File: config.mk
export PLATFORM = sky130hd
export DESIGN_NAME = dsp_config_loader
export DESIGN_NICKNAME = d
export VERILOG_FILES = /design/src/rtl/dsp_config_loader.sv
export SDC_FILE = /design/constraint.sdc
export NUM_CORES = 1
export LEC_CHECK = 0
export CAP_MARGIN = 5
export CORE_MARGIN = 2
export CORE_UTILIZATION = 47
export DETAILED_ROUTE_END_ITERATION = 6
export PLACE_DENSITY = 0.77
export SETUP_SLACK_MARGIN = 0.3
export SYNTH_ARGS = -nofsm -noshare
export SYNTH_HDL_FRONTEND = slang
export SYNTH_SLANG_ARGS = --single-unit
File: constraint.sdc
create_clock -name clk -period 2 [get_ports clk]
set_clock_uncertainty 0.15 [all_clocks]
set_input_delay 0.5 -clock clk [delete_from_list [all_inputs] [get_ports clk]]
set_output_delay 0.5 -clock clk [all_outputs]
set_load 0.02 [all_outputs]
File: src/rtl/dsp_config_loader.sv
// Serial loader for a DSP configuration chain.
// Fetches words over valid/ready and shifts them LSB-first into the chain.
module dsp_config_loader #(
  parameter int CHAIN_LENGTH = 100,
  parameter int WORD_WIDTH   = 32
) (
  input  logic                  clk,
  input  logic                  RSTN,
  input  logic                  start,
  input  logic [WORD_WIDTH-1:0] cfg_word,
  input  logic                  cfg_valid,
  output logic                  cfg_ready,
  output logic                  configuration_input,
  output logic                  configuration_enable,
  output logic                  busy,
  output logic                  done,
  output logic [11:0]           bit_count
);

  localparam int WBW =
    (WORD_WIDTH > 1) ? $clog2(WORD_WIDTH) : 1;
  localparam logic [11:0] LAST_BIT =
    12'(CHAIN_LENGTH - 1);
  localparam logic [WBW-1:0] LAST_WBIT =
    WBW'(WORD_WIDTH - 1);

  typedef enum logic [1:0] {
    IDLE,
    FETCH,
    SHIFT,
    DONE
  } state_t;

  state_t                state_q, state_d;
  logic [WORD_WIDTH-1:0] sr_q, sr_d;
  logic                  cin_q, cin_d;
  logic                  en_q, en_d;
  logic [11:0]           cnt_q, cnt_d;
  logic [WBW-1:0]        wbit_q, wbit_d;

  // State and datapath registers; serial outputs come straight from flops
  always_ff @(posedge clk) begin
    if (!RSTN) begin
      state_q <= IDLE;
      sr_q    <= '0;
      cin_q   <= 1'b0;
      en_q    <= 1'b0;
      cnt_q   <= '0;
      wbit_q  <= '0;
    end else begin
      state_q <= state_d;
      sr_q    <= sr_d;
      cin_q   <= cin_d;
      en_q    <= en_d;
      cnt_q   <= cnt_d;
      wbit_q  <= wbit_d;
    end
  end

  // Next state: the chain-complete test wins over word exhaustion
  always_comb begin
    state_d = state_q;
    sr_d    = sr_q;
    cin_d   = 1'b0;
    en_d    = 1'b0;
    cnt_d   = cnt_q;
    wbit_d  = wbit_q;
    unique case (state_q)
      IDLE: begin
        if (start) begin
          state_d = FETCH;
          cnt_d   = '0;
          wbit_d  = '0;
        end
      end
      FETCH: begin
        if (cfg_valid) begin
          state_d = SHIFT;
          cin_d   = cfg_word[0];
          sr_d    = cfg_word >> 1;
          en_d    = 1'b1;
          wbit_d  = '0;
        end
      end
      SHIFT: begin
        cnt_d  = cnt_q + 12'd1;
        wbit_d = wbit_q + WBW'(1);
        if (cnt_q == LAST_BIT) begin
          state_d = DONE;
        end else if (wbit_q == LAST_WBIT) begin
          state_d = FETCH;
        end else begin
          cin_d = sr_q[0];
          sr_d  = sr_q >> 1;
          en_d  = 1'b1;
        end
      end
      DONE: begin
        state_d = IDLE;
      end
      default: begin
        state_d = IDLE;
      end
    endcase
  end

  assign cfg_ready            = (state_q == FETCH);
  assign busy                 = (state_q == FETCH)
                              | (state_q == SHIFT);
  assign done                 = (state_q == DONE);
  assign configuration_input  = cin_q;
  assign configuration_enable = en_q;
  assign bit_count            = cnt_q;

endmodule
; Word level (Yosys, flattened, before mapping)
; Cells that the tools add are included.
[op_classes]
bitwise_logic = 1
eq_ne = 10
n_mux = 22
n_addsub = 2
n_reduce_logical = 8
[ops]
columns = cell, count
row1 = 2-to-1 mux 32 bit, 3
row2 = one-hot mux 32 bit (2 select lines), 1
row3 = one-hot mux 12 bit (2 select lines), 1
row4 = one-hot mux 5 bit (3 select lines), 1
row5 = "adder 12 x 1 -> 12 bit, second input constant", 1
row6 = "== test 12 x 7 -> 1 bit, second input constant", 1
row7 = 2-to-1 mux 12 bit, 1
row8 = 2-to-1 mux 5 bit, 2
row9 = 2-to-1 mux 2 bit, 4
row10 = "!= test 2 bit, second input constant", 4
row11 = one-hot mux 2 bit (4 select lines), 1
row12 = 2-to-1 mux 1 bit, 6
row13 = AND reduction 3 bit, 2
row14 = "adder 5 x 1 -> 5 bit, second input constant", 1
row15 = "== test 5 bit, second input constant", 1
row16 = "== test 2 bit, second input constant", 2
row17 = one-hot mux 1 bit (2 select lines), 2
row18 = AND reduction 4 bit, 1
row19 = nonzero test 2 bit, 2
row20 = "!= test 3 bit, second input constant", 1
row21 = nonzero test 3 bit, 1
row22 = "== test 2 x 1 -> 1 bit, second input constant", 1
row23 = zero test 2 bit, 1
row24 = AND reduction 2 bit, 1
row25 = OR 1 bit, 1
[totals]
out_inout_bits = 17
register_bits = 53

; Longest topological paths before layout
; Gate-level depths: netlist of run 1.
[logic_depth]
ltp_word = 4
depth_mapped = 9
depth_no_buf = 6

; Least setup slack after synthesis of run 1
; Ideal clock, no wire load.
[synth_timing]
path_type = register -> register
startpoint = register state_q[1]
endpoint = register sr_q[0]
path_slack_ns = -0.123
path_buffers = 2
stages_incl_launch_ff = 9
setup_ns = 0.146
t_arrival_ns = 1.827
path_cell_list = dfxtp_1 inv_1 ha_1 nor2b_1 a211oi_1 and2_1 buf_2 buf_6 a211oi_2
[synth_between]
elab_chain_cells = 3
[synth_lines]
columns = element, line_no
row1 = start: declaration, 34  ; state_t state_q, state_d;
row2 = start signal: assignment, 51  ; state_q <= state_d;
row3 = == test 2 x 1 -> 1 bit (*), --
row4 = via cfg_ready, 12  ; output logic cfg_ready,
row5 = != test 2 bit (no line) or nonzero test 2 bit (tied branches), --
row6 = AND reduction 4 bit (no line), --
row7 = end signal: assignment, 52  ; sr_q <= sr_d;
row8 = end: declaration, 35  ; logic [WORD_WIDTH-1:0] sr_q, sr_d;
; The timed path passes the listed nets; every way through them passes the cells marked *.
; A chain may end at the register's enable or synchronous reset.

; Worst setup path in the final report of run 1
[layout_timing]
startpoint = register state_q[1]
endpoint = register sr_q[28]
[layout_between]
elab_chain_cells = 3
[layout_lines]
columns = element, line_no
row1 = == test 2 bit or == test 2 x 1 -> 1 bit (tied branches), 68  ; unique case (state_q)
row2 = != test 2 bit (no line) or nonzero test 2 bit (tied branches), --
row3 = AND reduction 4 bit (no line), --
; Several ways; a longest one is shown, not always the timed one.

==> reports/results.ini, run 1 <==
[synthesis]
ys_types=43
synthCells=273
yosysWarnings=0
synth-main-ff-cell=dfxtp_1
synth_area_um2=2700
synth.net_count=316
synth_area_per_cell_um2=9.88
synth-edff-count=0
ys_seq_area_frac=0.386
async_flop_share=0
ys_ff_latch=52

[sta]
rsz0062_at_grt=yes
max_freq_mhz=513
fin_tns_setup_ps=0
hold_ws_ps=330
tightest_slew_ps=346
setup_ws_ps=49.1
slew_headroom=0.769
finalSetupViolCount=0
finalHoldViolCount=0
finalCritPeriodShare=0.975
drv_slew=0
final.min_clock_period_ps=1950

[detailed_routing]
antenna_left=0
via_count=2511
drcViolationCount=0
drtIter0Drc=145
avgRoutedWirePerCell_um=17.1
dr.pass1.iters=4
routed_wirelength_mm=7.61
avgViaCountPerCell=5.64

[final_layout]
stdcell_count=445
multi_input_area_um2=1770
drive_gt1_frac=0.440
seqCellArea_um2=1070
nFillCells=376
n_antenna_cell=0
syn2layout_area_growth_pct=55.6
final_net_count=416

[run_status]
status=completed

[global_routing]
grt_max_degree=31
grt.total_usage=0.232
antenna_found_initial=0
grt_pass1_vias=2437
grt_remaining_overflow=0
grt_pass1_wl_mm=11.5

[clock_tree]
cts_inserted_buffers=5
clk_pin_slew_ps=90
htreeDepth=2
root_buffer=clkbuf_8
clk_path_buf_depth=2
clock_latency_ps=310
cts_tree=built
clock_sinks=52

[job]
cap_viol_max_count=0

[placed_design]
gp_congestion=0.818
portBuffers=52
dpl.hpwl_mm=4.33
place_worst_setup_slack_ps=-216
placed_cells=404

[hold_path]
whs_path_depth=2
hold_path_end=sr_q[30]
worstHoldPathType=reg2reg
min_from=sr_q[30]

[critical_path]
worstPathRequired_ps=2050
ff2ff_setup_slack_ps=50
worst_setup_path_end_kind=register
r2r_cells=9
path_max_fanout=7
r2r-end=sr_q[28]
timing_worst_setup_path_type=reg2reg
critPathArrivalTime_ps=2000
r2r-start=state_q[1]
start_kind=register

[floorplanning]
ios=53
die_y_um=79.8
placementRows=27
coreArea_um2=5540
dieArea_um2=6360
initial_utilization=0.487
die_w_um=79.8

[power]
ir_drop_mv=0.689
power_density_nw_per_um2=1220
p_total_mw=5.10
power_leakage_nw=1.47

what timing repair did:
item                                    4_1_cts  5_1_grt
cloned                                        2        1
buffers inserted                             17       14
gates resized for setup                      89       33
hold buffers                                  0        0
pin swaps                                    16       23
endpoints found under the setup margin       64       63
per-layer routing:
metal  GRT usage  part of all wire
met5           0                 0
met4      0.0729             0.017
met3      0.0498             0.037
met2       0.401              0.52
met1       0.288              0.43
report_power, final:
part / switching (mW) / internal, mW / total [mW]
Clock: 0.349 / 0.239 / 0.588
Sequential: 0.190 / 1.37 / 1.56
Combinational: 1.36 / 1.59 / 2.96
area by class of cell:
| type | instances | share of cell area |
|---|---|---|
| Sequential cell | 52 | 0.255 |
| Tap cell | 72 | 0.0215 |
| Clock buffer | 6 | 0.0173 |
| Clock inverter | 1 | 0.00119 |
| Multi-Input combinational cell | 196 | 0.421 |
| Timing Repair Buffer | 112 | 0.277 |
| Inverter | 6 | 0.00715 |
cell usage in the layout (no fill, tap or decap), types with 4 or more instances in the layout:
cell,netlist,routed
buf_6,3,17
a211oi_2,29,30
a21oi_2,0,6
dfxtp_4,0,4
dfxtp_1,52,37
clkdlybuf4s15_2,0,9
ha_4,0,7
o21ai_0,7,6
or3_1,6,6
nand4_1,4,4
buf_4,0,36
nand3_1,8,5
nor2_1,6,5
dlygate4sd2_1,0,4
nand2_1,10,10
dfxtp_2,0,11
mux2i_1,30,30
clkdlybuf4s50_1,0,34
clkbuf_8,0,5
buf_12,0,5
a21oi_1,44,38
registers in the layout, indices dropped and copies added, names as in the netlist:
| register | count |
|---|---|
| bit_count | 12 |
| configuration_enable | 1 |
| configuration_input | 1 |
| sr_q | 31 |
| state_q | 2 |
| wbit_q | 5 |
worst max-delay path by stage:
stage / cells past startpoint / end / start / slack [ps]
after detailed placement: 5 / bit_count[7] / start / -220
final: 9 / sr_q[28] / state_q[1] / 50
after floorplan: 8 / sr_q[0] / wbit_q[1] / 140
after global placement: 5 / bit_count[7] / start / -190
after CTS: 8 / sr_q[24] / bit_count[0] / 90
after global routing: 8 / sr_q[21] / bit_count[1] / 7
synth_stat cells, types with 2 or more instances:
master    number  share of area
a211oi_1       3         0.0083
a211oi_2      29           0.13
a21boi_0       2         0.0056
a21oi_1       44          0.082
and3_1         2         0.0046
buf_2          9          0.017
buf_6          3          0.013
clkbuf_1       6         0.0083
dfxtp_1       52           0.39
ha_1           7          0.032
inv_1          4         0.0056
inv_2          2         0.0028
mux2i_1       30           0.11
nand2_1       10          0.014
nand2b_1       3         0.0070
nand3_1        8          0.015
nand4_1        4         0.0093
nor2_1         6         0.0083
nor2b_1        3         0.0070
nor3_1         5         0.0093
nor3b_1        2         0.0056
o21a_1         2         0.0056
o21ai_0        7          0.013
o21ai_1        2         0.0037
o31ai_1        2         0.0056
or3_1          6          0.014
or4_1          3         0.0083
xor2_1         2         0.0065
critical path, cell delays in order, from the launching register on:
cell	delay (ps)
dfxtp_4	370
buf_6	120
ha_4	190
buf_4	150
a211oi_4	260
and2_4	190
buf_6	110
buf_12	110
clkbuf_16	140
a211oi_2	50
through the flow:
step	util	cell area (um2)
2_1_floorplan	-	2820
4_1_cts	0.710	3930
3_3_place_gp	0.635	3520
6_report	0.758	4200
5_1_grt	0.758	4200
3_5_place_dp	0.635	3520
cell families after synthesis:
kind of cell | Yosys count | synth area share
compound gates | 96 | 0.275
xor+xnor | 2 | 0.00649
fa+ha+maj | 7 | 0.0325
buf+inv | 25 | 0.0473
flops | 52 | 0.386
mux | 32 | 0.121
simple gates | 59 | 0.132
Power figures use the tool's default switching activity.
==> run 2: changes to the inputs <==
Settings changed: CORE_UTILIZATION 47 to 48, CTS_BUF_LIST set to sky130_fd_sc_hd__clkbuf_8, PLACE_DENSITY 0.77 to 0.78.
==> reports/results.ini, run 2 (synthesis gave the netlist of run 1 again) <==
[floorplanning]
coreArea_um2=5470  ; was 5540 um2
ios=53  ; unchanged
dieArea_um2=6240  ; was 6360 um2
initial_utilization=0.493  ; was 0.487
die_w_um=79.0  ; was 79.8 um
placementRows=27  ; unchanged
die_y_um=79.0  ; was 79.8 um

[sta]
finalHoldViolCount=0  ; unchanged
final.min_clock_period_ps=2030  ; was 1950 ps
fin_tns_setup_ps=-30.4  ; was 0 ps
tightest_slew_ps=412  ; was 346 ps
finalSetupViolCount=1  ; was 0
max_freq_mhz=493  ; was 513 MHz
drv_slew=0  ; unchanged
setup_ws_ps=-30.4  ; was 49.1 ps
finalCritPeriodShare=1.02  ; was 0.975
slew_headroom=0.723  ; was 0.769
hold_ws_ps=340  ; was 330 ps
rsz0062_at_grt=yes  ; unchanged

[critical_path]
endpoint=wbit_q[0]  ; was sr_q[28]
r2r_cells=7  ; was 9
worstPathRequired_ps=2100  ; was 2050 ps
critPathArrivalTime_ps=2130  ; was 2000 ps
ff2ff_setup_slack_ps=-30  ; was 50 ps
crit_chain=inv_4 -> buf_6 -> ha_4 -> nor2b_4 -> or4_4 -> mux2_4 -> nor2_2  ; was buf_6 -> ha_4 -> buf_4 -> a211oi_4 -> and2_4 -> buf_6 -> buf_12 -> clkbuf_16 -> a211oi_2
max_stage_delay_ps=540  ; was 370 ps
r2r-start=state_q[1]  ; unchanged
worst_setup_path_end_kind=register  ; unchanged
start_kind=register  ; unchanged
critPathLaunch=state_q[1]  ; unchanged
timing_worst_setup_path_type=reg2reg  ; unchanged
r2r-end=wbit_q[0]  ; was sr_q[28]
critPathSlowestCell=or4_4  ; was dfxtp_4
path_max_fanout=4  ; was 7

[placed_design]
gp_congestion=0.816  ; was 0.818
placed_cells=406  ; was 404
portBuffers=52  ; unchanged
dpl.hpwl_mm=4.33  ; about the same

[final_layout]
n_antenna_cell=0  ; unchanged
layout_commonest_cell=dfxtp_1  ; was a21oi_1
final_cell_mix=dfxtp_1 (37), a21oi_1 (34), clkdlybuf4s50_1 (34)  ; was a21oi_1 (38), dfxtp_1 (37), buf_4 (36)
syn2layout_area_growth_pct=58.4  ; was 55.6%
top_register=sr_q  ; unchanged
drive_gt1_frac=0.474  ; was 0.440
largest_register_ffs=31  ; unchanged
stdcell_count=441  ; was 445
final_net_count=411  ; was 416
nFillCells=355  ; was 376

[clock_tree]
htreeDepth=2  ; unchanged
clock_latency_ps=310  ; about the same
clock_sinks=52  ; unchanged
root_buffer=clkbuf_8  ; unchanged
cts_tree=built  ; unchanged
clk_pin_slew_ps=100  ; was 90 ps
clk_path_buf_depth=2  ; unchanged
cts_inserted_buffers=5  ; unchanged

[run_status]
status=finished, violations left  ; was completed
violations=negative setup slack

[hold_path]
worstHoldPathType=reg2reg  ; unchanged

[detailed_routing]
drtIter0Drc=137  ; was 145
routed_wirelength_mm=7.98  ; was 7.61 mm
avgRoutedWirePerCell_um=18.1  ; was 17.1 um
dr.pass1.iters=5  ; was 4
antenna_left=0  ; unchanged
drcViolationCount=0  ; unchanged
avgViaCountPerCell=5.80  ; was 5.64
via_count=2557  ; was 2511

[power]
power_leakage_nw=1.50  ; was 1.47 nW
p_comb_frac=0.559  ; was 0.579
p_sw_mw=1.95  ; was 1.90 mW
ir_drop_mv=0.788  ; was 0.689 mV
pwr-share-clk=0.142  ; was 0.115
power_density_nw_per_um2=1220  ; about the same
p_int_mw=3.27  ; was 3.20 mW
switching_share=0.373  ; about the same
pwr-share-seq=0.299  ; was 0.305

[job]
cap_viol_max_count=0  ; unchanged

[global_routing]
grt_pass1_vias=2568  ; was 2437
grt_pass1_wl_mm=11.8  ; was 11.5 mm
grt_max_degree=26  ; was 31
grt.total_usage=0.235  ; was 0.232
grt_remaining_overflow=0  ; unchanged
antenna_found_initial=0  ; unchanged

==> run 2: layout make-up <==
type / instances / area, um2 / area share
Multi-Input combinational cell: 196 / 1840 / 0.430
Timing Repair Buffer: 107 / 1140 / 0.266
Sequential cell: 52 / 1070 / 0.250
Tap cell: 72 / 90.1 / 0.0211
Clock buffer: 5 / 68.8 / 0.0161
Clock inverter: 3 / 41.3 / 0.00966
Inverter: 6 / 27.5 / 0.00644
==> run 2: power groups by stage <==
| stage | clock (mW) | sequential [mW] | combinational, mW |
|---|---|---|---|
| after floorplan | 0 | 1.54 | 1.60 |
| after detailed placement | 0 | 1.57 | 2.07 |
| after CTS | 0.744 | 1.55 | 2.52 |
| after global routing | 0.799 | 1.59 | 3.13 |
| final | 0.744 | 1.56 | 2.92 |
| after global placement | 0 | 1.56 | 2.03 |
==> run 2: repair_timing <==
item	CTS	global route
hold buffers	0	0
gates cloned	2	2
buffers inserted	16	7
resized for setup	91	54
pin swaps	20	20
setup endpoints to repair	67	63
endpoints found under the hold margin	0	0
==> run 2: how the worst min path moves through the flow <==
stage                     to     start  cells past startpoint
floorplan           sr_q[30]  sr_q[30]                      2
global placement    sr_q[30]  sr_q[30]                      2
detailed placement  sr_q[30]  sr_q[30]                      2
CTS                 sr_q[30]  sr_q[30]                      2
global route        sr_q[30]  sr_q[30]                      2
finish              sr_q[30]  sr_q[30]                      2
==> run 2: worst max-delay path: cells and delay by family, from the launching register on <==
kind | cells | cell delay (ps)
simple gates | 3 | 780
flops | 1 | 390
buf+inv | 2 | 160
mux | 1 | 310
fa+ha+maj | 1 | 170
==> run 2: layer usage <==
metal,vias up,global-route usage,part of all wire
met5,-,0,0
met4,0,0.0828,0.023
met3,19,0.0420,0.051
met2,99,0.426,0.51
met1,1217,0.276,0.41
li1,1222,-,-
==> run 2: stage by stage <==
step / utilization / power (mW) / area (um2) / worst slack [ps]
floorplan: - / 3.14 / 2820 / 143
global placement: 0.652 / 3.59 / 3570 / -169
detailed placement: 0.652 / 3.64 / 3570 / -172
CTS: 0.731 / 4.81 / 4000 / 65.8
global route: 0.781 / 5.52 / 4270 / -53.4
finish: 0.781 / 5.22 / 4270 / -30.4
